**src/rtl/wb_host_master.sv**
```systemverilog
// Wishbone classic single-transfer initiator.
// Turns a valid/ready command stream into one Wishbone read or write per
// command and returns a response carrying read data and error/timeout status.
module wb_host_master #(
   parameter  int unsigned ADDR_W  = 32,
   parameter  int unsigned DATA_W  = 32,
   parameter  int unsigned TIMEOUT = 255,
   localparam int unsigned SEL_W   = DATA_W / 8
) (
   input  logic              wb_clk_i,
   input  logic              wb_rst_i,
   input  logic              cmd_valid,
   output logic              cmd_ready,
   input  logic              cmd_we,
   input  logic [ADDR_W-1:0] cmd_addr,
   input  logic [DATA_W-1:0] cmd_data,
   input  logic [SEL_W-1:0]  cmd_sel,
   output logic              rsp_valid,
   input  logic              rsp_ready,
   output logic [DATA_W-1:0] rsp_data,
   output logic              rsp_err,
   output logic              rsp_timeout,
   output logic              wbm_cyc_o,
   output logic              wbm_stb_o,
   output logic              wbm_we_o,
   output logic [SEL_W-1:0]  wbm_sel_o,
   output logic [ADDR_W-1:0] wbm_adr_o,
   output logic [DATA_W-1:0] wbm_dat_o,
   input  logic [DATA_W-1:0] wbm_dat_i,
   input  logic              wbm_ack_i,
   input  logic              wbm_err_i
);

   // A zero TIMEOUT still needs a legal one-bit counter; it is simply never compared.
   localparam int unsigned      CNT_W    = (TIMEOUT > 0) ? $clog2(TIMEOUT + 1) : 1;
   localparam logic [CNT_W-1:0] CNT_LAST = (TIMEOUT > 0) ? CNT_W'(TIMEOUT - 1) : '0;
   localparam logic [CNT_W-1:0] CNT_MAX  = (TIMEOUT > 0) ? CNT_W'(TIMEOUT) : '1;

   typedef enum logic [1:0] {
      IDLE = 2'd0,
      BUS  = 2'd1,
      RESP = 2'd2
   } state_t;

   state_t           state;
   state_t           state_next;
   logic [CNT_W-1:0] cnt;
   logic             timed_out;
   logic             accept;
   logic             consume;

   assign timed_out = (TIMEOUT != 0) && (cnt == CNT_LAST);
   assign accept    = (state == IDLE) && cmd_valid;
   assign consume   = (state == RESP) && rsp_ready;

   // State register
   always_ff @(posedge wb_clk_i) begin
      if (wb_rst_i) state <= IDLE;
      else          state <= state_next;
   end

   // Next-state decode; ERR beats ACK, and either beats the timeout
   always_comb begin
      state_next = state;
      unique case (state)
         IDLE:    if (cmd_valid) state_next = BUS;
         BUS:     if (wbm_ack_i || wbm_err_i || timed_out) state_next = RESP;
         RESP:    if (rsp_ready) state_next = IDLE;
         default: state_next = IDLE;
      endcase
   end

   // Handshake and bus strobes decoded from the registered state
   always_comb begin
      cmd_ready = (state == IDLE);
      wbm_cyc_o = (state == BUS);
      wbm_stb_o = (state == BUS);
      rsp_valid = (state == RESP);
   end

   // Registered bus request, response fields and timeout counter
   always_ff @(posedge wb_clk_i) begin
      if (wb_rst_i) begin
         wbm_we_o    <= 1'b0;
         wbm_adr_o   <= '0;
         wbm_dat_o   <= '0;
         wbm_sel_o   <= '0;
         rsp_data    <= '0;
         rsp_err     <= 1'b0;
         rsp_timeout <= 1'b0;
         cnt         <= '0;
      end else begin
         if (accept) begin
            wbm_we_o  <= cmd_we;
            wbm_adr_o <= cmd_addr;
            wbm_dat_o <= cmd_data;
            wbm_sel_o <= cmd_sel;
            cnt       <= '0;
         end
         if (state == BUS) begin
            if (cnt != CNT_MAX) cnt <= cnt + 1'b1;
            if (wbm_err_i) begin
               rsp_data    <= '0;
               rsp_err     <= 1'b1;
               rsp_timeout <= 1'b0;
            end else if (wbm_ack_i) begin
               rsp_data    <= wbm_we_o ? '0 : wbm_dat_i;
               rsp_err     <= 1'b0;
               rsp_timeout <= 1'b0;
            end else if (timed_out) begin
               rsp_data    <= '0;
               rsp_err     <= 1'b1;
               rsp_timeout <= 1'b1;
            end
         end
         if (consume) begin
            rsp_err     <= 1'b0;
            rsp_timeout <= 1'b0;
         end
      end
   end

endmodule
```
**config.mk**
```make
export PLATFORM = sky130hd
export DESIGN_NAME = wb_host_master
export DESIGN_NICKNAME = d
export VERILOG_FILES = /design/src/rtl/wb_host_master.sv
export SDC_FILE = /design/constraint.sdc
export NUM_CORES = 1
export LEC_CHECK = 0
export CAP_MARGIN = 40
export CELL_PAD_IN_SITES_DETAIL_PLACEMENT = 0
export CELL_PAD_IN_SITES_GLOBAL_PLACEMENT = 1
export CORE_MARGIN = 2
export CORE_UTILIZATION = 30
export DETAILED_ROUTE_END_ITERATION = 12
export GPL_ROUTABILITY_DRIVEN = 0
export PLACE_DENSITY = 0.81
export SLEW_MARGIN = 20
export SYNTH_ARGS = -nofsm -noshare
export SYNTH_HDL_FRONTEND = slang
export SYNTH_SLANG_ARGS = --single-unit
```
**constraint.sdc**
```tcl
create_clock -name wb_clk_i -period 3.45 [get_ports wb_clk_i]
set_input_delay 1.035 -clock wb_clk_i [delete_from_list [all_inputs] [get_ports wb_clk_i]]
set_output_delay 1.035 -clock wb_clk_i [all_outputs]
set_load 0.02 [all_outputs]
```
==> impl_metrics.json, run 1 <==
{
  "grt_pass1_wl_um": 21000,
  "drt-initial-drc-count": 200,
  "antenna_found_initial": 0,
  "syn_area_mm2": 0.00438,
  "worst_slew_pin_slew_ns": 0.617,
  "period_share": 0.807,
  "viasPerCell": 4.63,
  "cts.repair.resized": 0,
  "synth_nets": 662,
  "via_count": 4366,
  "cts_tree": "done",
  "setup-tns-final_ns": 0,
  "crit_fanout": 11,
  "num_rows": 44,
  "maxSlewHeadroom": 0.589,
  "hpwlAfterDp_um": 8820,
  "cts_max_path_buffers": 2,
  "intPower_mw": 2.71,
  "grt_pass1_vias": 4259,
  "pwr-share-clk": 0.457,
  "die_area_mm2": 0.0156,
  "cts_setup_buffers": 0,
  "drive_gt1_frac": 0.0619,
  "area_growth_pct": 64.3,
  "grt_max_degree": 67,
  "crit_arrival_ns": 1.75,
  "drv_slew": 0,
  "crit_type": "flop to primary output",
  "drc": 0,
  "switching_power_mw": 0.876,
  "diodes": 0,
  "power.share.sequential": 0.391,
  "comb_power_share": 0.152,
  "post-route-min-period_ns": 2.79,
  "start_util": 0.304,
  "crit_required_ns": 2.41,
  "wl_um": 13000,
  "wl_per_cell_um": 13.8,
  "most-common-layout-cells": "212 x clkdlybuf4s50_1, 172 x nand2_1, 113 x dfxtp_1",
  "cap_violations": 0,
  "fin_skew_ns": 0.0114,
  "cts_buffers": 17,
  "core_area_mm2": 0.0144,
  "placement.io_buffers": 213,
  "syn-instance-count": 553,
  "crit_path_max_incr_delay_ns": 0.66,
  "fp.dieH_um": 125,
  "ys_seq_area_frac": 0.516,
  "cts_hold_buf": 0,
  "irDropWorstVdd_mv": 0.342,
  "synth_seq_cells": 113,
  "htreeDepth": 4,
  "rsz0062_at_grt": "false",
  "max_freq_ghz": 0.359,
  "postRouteAntennaNets": 0,
  "hold_path.class": "flop to flop",
  "avgSynthCellArea_um2": 7.93,
  "power.density_mw_per_mm2": 498,
  "startpoint_type": "flop",
  "crit_path_end_kind": "primary output",
  "final_common_cell": "clkdlybuf4s50_1",
  "hold_viol": 0,
  "die_w_um": 125,
  "leakage_nw": 2.58,
  "drtPass1Iterations": 5,
  "clock_latency_ns": 0.41,
  "clock-sinks": 113,
  "reg2reg_slack_ns": 1.61,
  "yosysWarnings": 0,
  "grt_usage": 0.166,
  "status": "finished clean",
  "clk_pin_slew_ns": 0.05,
  "cp.buffers_inverters": 2,
  "ys_types": 38,
  "gr-total-overflow": 0,
  "switching_share": 0.244,
  "cpMaxStageDelayCell": "clkdlybuf4s50_1",
  "crit_family": "buffers and inverters",
  "ios": 214,
  "final_nets": 857,
  "path_cells": "nand2b_1, inv_2, clkdlybuf4s50_1",
  "finalSetupViolCount": 0,
  "whs_ns": 0.451,
  "root_buffer": "clkbuf_16"
}
-- worst min-delay path, delay by kind of cell (launching register included) --
kind            cells  cell delay [ns]
flops               1             0.30
simple gates        1             0.05
compound gates      1             0.05
-- kinds of logic after synthesis --
logic type / count (synthesis) / share of synthesized area
adders and majority gates: 2 / 0.00571
xor gates and xnor gates: 2 / 0.00400
DFF: 113 / 0.516
buffers and inverters: 47 / 0.0485
and+or+nand+nor: 235 / 0.240
AOI/OAI and AO/OA: 154 / 0.186
-- synthesized netlist by cell type, drive strengths merged --
cell type,number,area share
o21a,1,0.0034
nor3,3,0.0046
nor2,4,0.0034
a31oi,2,0.0029
clkbuf,27,0.023
o2111ai,2,0.0040
o21ai,68,0.079
or2,1,0.0014
nand2,173,0.15
inv,4,0.0034
a21oi,78,0.092
and4,1,0.0020
nor2b,33,0.047
dfxtp,113,0.52
nand4,2,0.0063
or4,2,0.0034
nand3b,1,0.0017
nand2b,5,0.0088
o211ai,2,0.0034
ha,2,0.0057
a32oi,1,0.0020
nand3,7,0.0080
or3,1,0.0014
and2,1,0.0014
xnor2,1,0.0020
buf,16,0.022
nand4b,1,0.0020
xor2,1,0.0020
-- flip-flops by register name, summed over array words and instances, names as in the netlist --
name	flops
state	2
wbm_we_o	1
cnt	8
rsp_timeout	1
wbm_sel_o	4
rsp_err	1
wbm_dat_o	32
rsp_data	32
wbm_adr_o	32
-- per-layer routing --
metal | part of all wire | vias to the layer above | track usage
li1 | - | 2218 | -
met1 | 0.45 | 1982 | 0.205
met2 | 0.44 | 151 | 0.252
met3 | 0.090 | 15 | 0.0799
met4 | 0.014 | 0 | 0.0595
met5 | 0 | - | 0
-- final timing paths --
kind / end / depth (start not counted) / from
worst max-delay path: wbm_stb_o / 3 / state[1]$_SDFFE_PP0P_
worst min-delay path: wbm_adr_o[3]$_SDFFE_PP0P_ / 2 / wbm_adr_o[3]$_SDFFE_PP0P_
worst max register to register: rsp_data[4]$_SDFFE_PP0P_ / 6 / cnt[0]$_SDFF_PP0_
worst min register to register: wbm_adr_o[3]$_SDFFE_PP0P_ / 2 / wbm_adr_o[3]$_SDFFE_PP0P_
-- final cells by class --
cell class	instances	area [um^2]
Clock inverter	6	55.1
Timing Repair Buffer	219	2220
Sequential cell	113	2260
Multi-Input combinational cell	393	1920
Tap cell	184	230
Fill cell	1362	7220
Clock buffer	24	502
Inverter	4	15.0
-- stage by stage --
step	std cells	power (mW)	cell area, um^2	worst slack [ns]	util
floorplan	553	1.68	4380	1.46	-
global placement	912	1.97	6620	0.735	0.459
detailed placement	913	1.98	6650	0.653	0.461
CTS	943	3.64	7200	0.632	0.499
global route	943	3.74	7200	0.569	0.499
finish	943	3.59	7200	0.664	0.499
-- power groups by stage --
stage	logic, mW	registers (mW)	clock network (mW)
6_report	0.544	1.40	1.64
5_1_grt	0.586	1.41	1.75
4_1_cts	0.551	1.40	1.69
3_5_place_dp	0.549	1.43	0
3_3_place_gp	0.541	1.43	0
2_1_floorplan	0.179	1.50	0
Power figures use the tool's default switching activity.
==> run 2: changes to the inputs <==
--- a/config.mk
+++ b/config.mk
@@ -9,10 +9,10 @@
 export CELL_PAD_IN_SITES_DETAIL_PLACEMENT = 0
 export CELL_PAD_IN_SITES_GLOBAL_PLACEMENT = 1
 export CORE_MARGIN = 2
-export CORE_UTILIZATION = 30
+export CORE_UTILIZATION = 25
 export DETAILED_ROUTE_END_ITERATION = 12
 export GPL_ROUTABILITY_DRIVEN = 0
-export PLACE_DENSITY = 0.81
+export PLACE_DENSITY = 0.71
 export SLEW_MARGIN = 20
 export SYNTH_ARGS = -nofsm -noshare
 export SYNTH_HDL_FRONTEND = slang
==> constraint.sdc (replaced) <==
create_clock -name wb_clk_i -period 2.3 [get_ports wb_clk_i]
set_input_delay 0.69 -clock wb_clk_i [delete_from_list [all_inputs] [get_ports wb_clk_i]]
set_output_delay 0.69 -clock wb_clk_i [all_outputs]
set_load 0.02 [all_outputs]
==> run 2 against run 1 <==
  * Hold slack improved by 0.00058 ns
  * Via count rose by 1.4%
  * Global-route usage fell by 1.6 points
  * Clock-buffer cell count fell by 1
  * Non-clock buffer count rose by 5
  * Core utilization fell by 7.1 points
  * Critical path depth fell by 2
  * Sequential share of layout area fell by 0.76 points
  * Setup slack got worse by 0.53 ns
  * First-iteration DRC count fell by 21%
  * Die area rose by 19%
  * Final area rose by 2.5%
==> impl_metrics.json, run 2 (synthesized netlist as in run 1, its figures left out) <==
{
  "status": "finished clean",
  "placement.io_buffers": 213,
  "reg2regPathDepth": 5,
  "ios": 214,
  "drv_slew": 0,
  "cts_max_path_buffers": 2,
  "crit_path_max_incr_delay_ns": 0.67,
  "viasPerCell": 4.47,
  "die_area_mm2": 0.0186,
  "final_common_cell": "clkdlybuf4s50_1",
  "area_growth_pct": 68.4,
  "via_count": 4428,
  "cts_hold_buf": 0,
  "fillers": 1664,
  "power_mw": 5.67,
  "cts_tree": "done",
  "drt-initial-drc-count": 158,
  "leakage_nw": 2.65,
  "drive_gt1_frac": 0.0705,
  "clk_pin_slew_ns": 0.05,
  "worst_slew_pin_slew_ns": 0.476,
  "cts_setup_buffers": 0,
  "wl_met2_um": 6020,
  "final_nets": 862,
  "timing.final.ws_setup_ns": 0.132,
  "met1_length_um": 6200,
  "period_share": 0.943,
  "hold_path.class": "flop to flop",
  "die_w_um": 136,
  "grt_pass1_vias": 4304,
  "crit_arrival_ns": 1.48,
  "fp.dieH_um": 136,
  "grt_usage": 0.150,
  "route.met3.wl_um": 1380,
  "most-common-layout-cells": "208 x clkdlybuf4s50_1, 172 x nand2_1, 113 x dfxtp_1",
  "wl_per_cell_um": 13.9,
  "power.density_mw_per_mm2": 768,
  "post-route-min-period_ns": 2.17,
  "fin_skew_ns": 0.00903,
  "core_area_mm2": 0.0172,
  "startpoint_type": "flop",
  "r2r-start": "cnt[0]$_SDFF_PP0_",
  "cp.buffers_inverters": 1,
  "grt_max_degree": 44,
  "root_buffer": "clkbuf_16",
  "crit_required_ns": 1.61,
  "cpMaxStageDelayCell": "clkdlybuf4s50_1",
  "antenna_found_initial": 0,
  "hold_path_depth": 2,
  "crit_fanout": 3,
  "crit_family": "buffers and inverters",
  "crit_cells": 1,
  "rsz0062_at_grt": "false",
  "crit_type": "flop to primary output",
  "maxUsedRoutingLayer": "met4",
  "start_util": 0.254,
  "reg_top3": "rsp_data x32, wbm_adr_o x32, wbm_dat_o x32",
  "diodes": 0,
  "drtPass1Iterations": 6,
  "hold_viol": 0,
  "cap_violations": 0,
  "grt_pass1_wl_um": 21800,
  "crit_path_end_kind": "primary output",
  "clock_latency_ns": 0.41,
  "cts_buffers": 17,
  "hpwlAfterDp_um": 9550,
  "drc": 0,
  "path_cells": "clkdlybuf4s50_1",
  "postRouteAntennaNets": 0,
  "num_rows": 48,
  "setup-tns-final_ns": 0,
  "min_from": "wbm_sel_o[1]$_SDFFE_PP0P_",
  "maxSlewHeadroom": 0.683,
  "gr-total-overflow": 0,
  "dpl_worst_slack_ns": 0.105,
  "wl_um": 13800,
  "clock-sinks": 113,
  "max_freq_ghz": 0.461,
  "crit_start": "wbm_we_o$_SDFFE_PP0P_",
  "finalSetupViolCount": 0,
  "irDropWorstVdd_mv": 0.521,
  "htreeDepth": 4
}
-- run 2: through the flow --
step / hold WS [ns] / std cells / utilization / cell area [um^2]
floorplan: 0.482 / 553 / - / 4380
global placement: 0.442 / 959 / 0.392 / 6760
detailed placement: 0.446 / 959 / 0.392 / 6760
CTS: 0.453 / 991 / 0.428 / 7380
global route: 0.467 / 991 / 0.428 / 7380
finish: 0.451 / 991 / 0.428 / 7380
-- run 2: layout make-up --
cell class              count  area, um^2  share of cell area
well taps                 225         282              0.0381
repair buffers            224        2290               0.310
clock buffers              23         488              0.0661
flip-flops and latches    113        2260               0.307
multi-input cells         393        1920               0.260
inverters                   4        15.0             0.00203
clock inverters             9         129              0.0175
-- run 2: per-layer routing --
metal / vias to the layer above / global-route usage
met4: 0 / 0.0544
li1: 2228 / -
met2: 176 / 0.233
met3: 21 / 0.0660
met1: 2003 / 0.183
met5: - / 0
-- run 2: report_power, final --
part | internal (mW) | switching [mW]
logic | 0.418 | 0.419
clock network | 1.81 | 0.912
registers | 2.05 | 0.0497
total | 4.29 | 1.38
-- run 2: final timing paths --
path	endpoint	slack, ns
setup / recovery	wbm_we_o	0.13
hold reg to reg	wbm_sel_o[1]$_SDFFE_PP0P_	0.45
hold / removal	wbm_sel_o[1]$_SDFFE_PP0P_	0.45
setup reg to reg	cnt[2]$_SDFF_PP0_	0.69
-- run 2: repair_timing --
item / 4_1_cts / 5_1_grt
resized for setup: 3 / 1
setup endpoints to repair: 4 / 1
cloned: 0 / 0
-- run 2: worst reg2reg max path: stages, from the launching register on --
cell	delay [ns]
dfxtp_1	0.39
ha_1	0.22
nand3_1	0.23
o21ai_2	0.40
a21oi_1	0.12
nor3_1	0.18
==> run 3: changes to the inputs <==
--- a/config.mk
+++ b/config.mk
@@ -10,8 +10,8 @@
 export CELL_PAD_IN_SITES_GLOBAL_PLACEMENT = 1
 export CORE_MARGIN = 2
 export CORE_UTILIZATION = 25
+export CTS_CLUSTER_DIAMETER = 80
 export DETAILED_ROUTE_END_ITERATION = 12
-export GPL_ROUTABILITY_DRIVEN = 0
 export PLACE_DENSITY = 0.71
 export SLEW_MARGIN = 20
 export SYNTH_ARGS = -nofsm -noshare
==> results of run 3 <==
The final DEF is identical to that of run 2; final timing and power are the same.
